--- src/rtl/pt20_trit_unpacker.sv ---
// pt20_trit_unpacker: iterative decoder for PT-20 packed words.
// A 32-bit word holding 20 balanced trits in base 3 is accepted on a
// valid/ready handshake. TRITS_PER_CYCLE digits are peeled off per cycle, and
// the 20 trits are presented as 2-bit codes (00=0, 01=+1, 10=-1).
//
// Ports:
//   clk      - rising-edge clock
//   reset_n  - asynchronous active-low reset
//   s_valid  - input word valid
//   s_ready  - unpacker can take s_word this cycle (combinational)
//   s_word   - packed PT-20 word
//   m_valid  - decoded trits valid
//   m_ready  - downstream accepts m_trits this cycle
//   m_trits  - trit i at bits [2i+1:2i], trit 0 = least-significant digit
//   m_err    - word was >= 3^20 (m_trits forced to zero), qualified by m_valid
//   busy     - high while decoding
module pt20_trit_unpacker #(
    parameter int unsigned TRITS_PER_CYCLE = 1,
    parameter int unsigned TRITS_PER_WORD  = 20
) (
    input  logic        clk,
    input  logic        reset_n,
    input  logic        s_valid,
    output logic        s_ready,
    input  logic [31:0] s_word,
    output logic        m_valid,
    input  logic        m_ready,
    output logic [39:0] m_trits,
    output logic        m_err,
    output logic        busy
);

    localparam int unsigned TPC   = TRITS_PER_CYCLE;
    localparam int unsigned TW    = 2 * TRITS_PER_WORD;
    localparam int unsigned CW    = 2 * TPC;
    localparam int unsigned CNT_W = 5;

    localparam logic [CNT_W-1:0] CNT_STEP  = CNT_W'(TPC);
    localparam logic [CNT_W-1:0] CNT_LAST  = CNT_W'(TRITS_PER_WORD - TPC);
    localparam logic [31:0]      MAX_LEGAL = 32'd3486784400;

    // Reject throughputs that do not divide the word evenly.
    generate
        if (!(TPC inside {1, 2, 4, 5, 10, 20}) || TRITS_PER_WORD != 20) begin : g_bad_param
            $error("pt20_trit_unpacker: TRITS_PER_CYCLE must divide 20 and TRITS_PER_WORD must be 20");
        end
    endgenerate

    typedef enum logic [1:0] {IDLE, DECODE, HOLD} state_t;

    state_t           state;
    logic [31:0]      rem;
    logic [CNT_W-1:0] cnt;
    logic             err;

    logic [31:0]      rem_next;
    logic [CW-1:0]    chunk;
    logic [TW-1:0]    trits_shift;
    logic             accept;

    assign s_ready = (state == IDLE) || ((state == HOLD) && m_ready);
    assign accept  = s_valid && s_ready;

    // Peel TPC base-3 digits off the remainder, least significant first.
    always_comb begin
        logic [31:0] r;
        r     = rem;
        chunk = '0;
        for (int k = 0; k < int'(TPC); k++) begin
            case (r % 32'd3)
                32'd0:   chunk[2*k +: 2] = 2'b10;
                32'd1:   chunk[2*k +: 2] = 2'b00;
                default: chunk[2*k +: 2] = 2'b01;
            endcase
            r = r / 32'd3;
        end
        rem_next = r;
    end

    // New digits enter at the top and slide down; after 20/TPC cycles the
    // first digit extracted sits in slot 0.
    assign trits_shift = TW'({chunk, m_trits} >> CW);

    // Control FSM with registered outputs.
    always_ff @(posedge clk or negedge reset_n) begin
        if (!reset_n) begin
            state   <= IDLE;
            rem     <= '0;
            cnt     <= '0;
            err     <= 1'b0;
            m_valid <= 1'b0;
            m_err   <= 1'b0;
            m_trits <= '0;
            busy    <= 1'b0;
        end else begin
            if (accept) begin
                rem   <= s_word;
                cnt   <= '0;
                err   <= (s_word > MAX_LEGAL);
                busy  <= 1'b1;
                state <= DECODE;
            end
            case (state)
                IDLE: ;
                DECODE: begin
                    rem <= rem_next;
                    cnt <= cnt + CNT_STEP;
                    if (cnt == CNT_LAST) begin
                        m_trits <= err ? '0 : trits_shift;
                        m_err   <= err;
                        m_valid <= 1'b1;
                        busy    <= 1'b0;
                        state   <= HOLD;
                    end else begin
                        m_trits <= trits_shift;
                    end
                end
                HOLD: begin
                    if (m_ready) begin
                        m_valid <= 1'b0;
                        m_err   <= 1'b0;
                        if (!s_valid) begin
                            state <= IDLE;
                        end
                    end
                end
                default: state <= IDLE;
            endcase
        end
    end

endmodule
--- config.mk ---
export PLATFORM = sky130hd
export DESIGN_NAME = pt20_trit_unpacker
export DESIGN_NICKNAME = d
export VERILOG_FILES = /design/src/rtl/pt20_trit_unpacker.sv
export SDC_FILE = /design/constraint.sdc
export NUM_CORES = 1
export LEC_CHECK = 0
export BUFFER_PORTS_ARGS = -buffer_cell sky130_fd_sc_hd__clkbuf_2
export CORE_MARGIN = 2
export CORE_UTILIZATION = 35
export DETAILED_ROUTE_END_ITERATION = 8
export PLACE_DENSITY_LB_ADDON = 0.15
export SYNTH_ARGS = -nofsm -noshare
export SYNTH_HDL_FRONTEND = slang
export SYNTH_SLANG_ARGS = --single-unit
--- constraint.sdc ---
create_clock -name clk -period 24.7 [get_ports clk]
set_input_delay 3.705 -clock clk [delete_from_list [all_inputs] [get_ports clk]]
set_output_delay 3.705 -clock clk [all_outputs]
set_load 0.02 [all_outputs]
; Yosys cells after proc, flatten, opt, wreduce, memory -nomap -nowiden
; Cells that the tools add are included.
[op_classes]
div = 2
n_mux = 20
addsub = 1
n_lt_le_gt_ge = 1
n_reduce_logical = 8
eq_ne = 6
[op_table]
columns = operator, count
row1 = 40-bit two-way mux, 2
row2 = 32-bit two-way mux, 2
row3 = 32-bit by 2-bit divider with 32-bit output (second input constant), 1
row4 = 32-bit by 1-bit equality test with 1-bit output (second input constant), 1
row5 = 32-bit greater-than comparator (second input constant), 1
row6 = 32-bit logical NOT, 1
row7 = 32-bit by 2-bit remainder unit with 32-bit output (second input constant), 1
row8 = 5-bit two-way mux, 2
row9 = 2-bit two-way mux, 4
row10 = 1-bit two-way mux, 6
row11 = 2-bit one-hot mux with 3 select lines, 1
row12 = 5-bit by 1-bit adder with 5-bit output (second input constant), 1
row13 = 5-bit equality test (second input constant), 1
row14 = 2-bit inequality test (second input constant), 2
row15 = 1-bit one-hot mux with 2 select lines, 2
row16 = 2-bit one-hot mux with 2 select lines, 1
row17 = 2-bit nonzero test, 2
row18 = 3-bit AND reduction, 1
row19 = 2-bit by 1-bit equality test with 1-bit output (second input constant), 1
row20 = 2-bit equality test (second input constant), 1
row21 = 1-bit logical AND, 2
row22 = 2-bit logical NOT, 1
row23 = 1-bit logical OR, 1
[word_totals]
reg_bits = 83
word_cells = 46
inputBits = 36
output_inout_bits = 44

; Logic depth before layout (Yosys ltp)
[logic_depth]
ltp_word = 8
depth_mapped = 40
ltp_nobuf = 31

; Worst setup path before layout
; No wires, ideal clock.
[synth_timing]
path_type = register -> register
startpoint = reg rem[31]
endpoint = reg m_trits[38]
n_path_buf = 7
path_stages_with_launch = 36
synth_period_minus_slack_ps = 8037
t_required_ps = 24579
arrival_time_ps = 7916
setup_time_ps = 121
path_slack_ps = 16663
cell_sequence = dfrtp_1 > buf_2 > or3b_1 > o211a_1 > o22ai_2 > or2_1 > buf_4 > o31ai_2 > or2_1 > buf_4 > or2_4 > buf_4 > a2111oi_4 > nand3_4 > a22o_1 > or4_1 > buf_2 > a211o_1 > nand4_2 > nand2_2 > and3_1 > o41a_1 > o311a_1 > o41ai_1 > a22o_2 > clkbuf_1 > and3_1 > o21bai_1 > ha_1 > clkbuf_1 > nor4_1 > a211o_1 > or3_1 > a21boi_0 > o2111ai_1 > a22o_1
[synth_via]
elab_chain_len = 5
word_cells_on_any_way = 6
cone_classes = 1 x div / 1 x eq/ne / 3 x mux / 1 x reduce/logical
[synth_rtl]
columns = item, line_no
row1 = from (decl), 52  ; logic [31:0] rem;
row2 = from (signal assigned), 97  ; rem <= s_word;
row3 = from (signal assigned), 106  ; rem <= rem_next;
row4 = 32-bit by 2-bit remainder unit with 32-bit output *, 70  ; case (r % 32'd3)
row5 = 32-bit by 1-bit equality test with 1-bit output / 32-bit logical NOT (equally long branches), 70
row6 = 2-bit one-hot mux with 2 select lines *, 70
row7 = 40-bit two-way mux, 109  ; m_trits <= err ? '0 : trits_shift;
row8 = 40-bit two-way mux *, 108  ; if (cnt == CNT_LAST) begin
row9 = to (signal assigned), 109
row10 = to (signal assigned), 115  ; m_trits <= trits_shift;
row11 = to (decl), 28  ; output logic [39:0] m_trits,
; Mark *: on every way between the ends. The rest lies on a longest branch, timed or not.
; A chain may end at the register's enable or synchronous reset.

; Worst setup path in the final report
[layout_timing]
startpoint = reg rem[30]
endpoint = reg m_trits[39]
; The elaborated chain is that of the path after synthesis.

==> metrics.txt <==
status finished clean; CTS HTree Levels 3; ratio of cells with drive above 1 in the final layout 16.1%; Via-to-Cell Ratio 5.97; most frequent cells in the layout 90 x nand2_1, 83 x dfrtp_1, 78 x clkbuf_2, 66 x nor2_1, 62 x o21ai_0; Placer Congestion 0.858; Clock Pin Slew Worst Setup and Hold Paths ~70 ps; first-iteration detailed-routing DRC count 542; Unique masters post-synth between 100 and 150; maxcap violations 0; max incr delay on CP between 800 and 900 ps; Die W 146 um; Clock Path Buffers 2; total gr overflow 0; Clock Latency Late Sink 340 ps; synthesized area around 7100 um2; syn_nets between 900 and 1,000; Final Util 39.5%; period utilization 41.6%; io pins 80; fin. max-slew vios 0; startpoint type of the worst setup path flop; Routed wire per std cell 17.3 um; Final Skew 8.33 ps; most common cell after layout, fill and taps aside nand2_1; Slew @ Worst Pin between 1000 and 1500 ps; kind of cell adding the most delay to the critical path compound AO/OA/AOI/OAI gates; Worst setup EP type flop; die height about 150 um; Arr. time, crit path roughly 11,000 ps; Setup Viol. Count Final 0; CTS tree yes; yosys warns 0; Fmax achieved 0.0972 GHz; Max FO, Critical Path 18; sequential fraction of the synthesis area 29.4%; Avg Inst Size Synth 8.09 um2; port buffer count approximately 80; Post CTS Setup Buffer Count 0; Mapped Cells 873; Crit Path Category reg2reg; n_diodes 0; core area 19,700 um2; Rows 51; fin nets 927; sum of negative setup slack 0 ps; drt total wl between 20 and 25 mm; Top cell by count, worst path nor2_1; Clock Sinks 83; EDFF count, synth 0; largest net degree at the start of global routing 76; DRC 0; initial antenna violation count 0; crit path max-delay cell type a311oi_2; first-pass GRT wire length roughly 33 mm; Post-DP HPWL around 14 mm; die area 21,300 um2; CTS Hold Bufs 0; First-pass DRT Iterations 6; gr usage total about a fifth; vias in the first global route approximately 6,200; class of the worst hold path reg2reg; Main synth FF type dfrtp_1; number of buffers created by CTS 9; RSZ-0062 raised after global routing no; Critical Path RT 24,950 ps; Starting Density 35.9%; Slew headroom between 10% and 20%; clock root cell clkbuf_16; post-route ant nets 0; Fin. Hold Viols 0; area grow syn2layout 10.1%; #FFs+latches synth 83; crit path buf inv count 0; FFs w/ async S/R, synth 100%; cells resized by post-CTS repair 0; crit path time final around 10,000 ps; DR vias between 6,000 and 7,000
metrics by stage:
stage | instance area, um2 | hold WS, ps | instances | worst slack [ps]
4_1_cts | 7770 | 498 | 1158 | 14460
6_report | 7770 | 493 | 1158 | 14420
2_1_floorplan | 7060 | 457 | 873 | 16660
5_1_grt | 7770 | 525 | 1158 | 13440
3_3_place_gp | 7480 | 474 | 1142 | 14780
3_5_place_dp | 7480 | 491 | 1142 | 14480
Yosys cell counts, drive strengths merged, types with 7 or more instances:
library cell	count	share of area, %
a211o	7	0.87
a211oi	19	2.0
a21oi	47	3.4
a221o	14	2.0
a22o	42	5.2
a22oi	15	1.6
a31oi	14	1.3
and3	9	0.87
buf	17	1.8
clkbuf	62	3.3
dfrtp	83	29
inv	26	1.4
nand2	92	5.0
nand2b	9	0.80
nand3	26	2.0
nand4	7	0.71
nor2	69	3.7
nor2b	12	1.1
nor3	29	2.1
nor4	11	1.2
o211ai	13	1.5
o21a	8	0.87
o21ai	67	4.8
o22ai	7	0.71
o31ai	12	1.3
xnor2	9	1.1
xor2	8	0.99
final cells by class:
| cell class | instances | area [um2] |
|---|---|---|
| Fill cell | 2050 | 11900 |
| Tap cell | 265 | 332 |
| Sequential cell | 83 | 2080 |
| Multi-Input combinational cell | 685 | 4540 |
| Clock buffer | 10 | 239 |
| Timing Repair Buffer | 83 | 428 |
| Inverter | 26 | 97.6 |
| Clock inverter | 6 | 53.8 |
cells by family after synthesis:
group	share of synthesized area [%]
fa+ha+maj	0.815
compound gates	36.7
xor+xnor	2.11
mux	1.40
buf+inv	6.43
simple gates	23.1
flops	29.4
worst paths after layout:
check	slack (ps)	startpoint	cells past startpoint	endpoint
setup / recovery	14420	rem[30]	29	m_trits[39]
hold / removal	490	cnt[4]	1	cnt[4]
setup reg to reg	14420	rem[30]	29	m_trits[39]
hold reg to reg	490	cnt[4]	1	cnt[4]
max in group asynchronous	20350	reset_n	2	rem[28]
min in group asynchronous	3170	reset_n	1	m_trits[19]
flip-flops by register name, indices dropped and copies added, names as in the netlist:
register  count
rem          32
busy          1
m_valid       1
err           1
cnt           5
m_trits      40
state         2
m_err         1
worst register-to-register path, delay by kind of cell (launching register included):
family / cells / cell delay [ps]
AO/OA/AOI/OAI: 13 / 4410
multiplexers: 3 / 1010
adder cells (fa/ha/maj): 1 / 430
flip-flops: 1 / 580
AND/OR/NAND/NOR: 12 / 3760
routing by layer:
metal | vias up | routed length [um] | global-route usage, %
met5 | - | 0 | 0
met4 | 0 | 325 | 5.00
met3 | 26 | 988 | 3.22
met2 | 189 | 9380 | 29.2
met1 | 3326 | 9390 | 26.5
li1 | 3372 | - | -
Power is not shown: default switching activity piles up to over one toggle a cycle in this logic, so the estimate is an artifact.
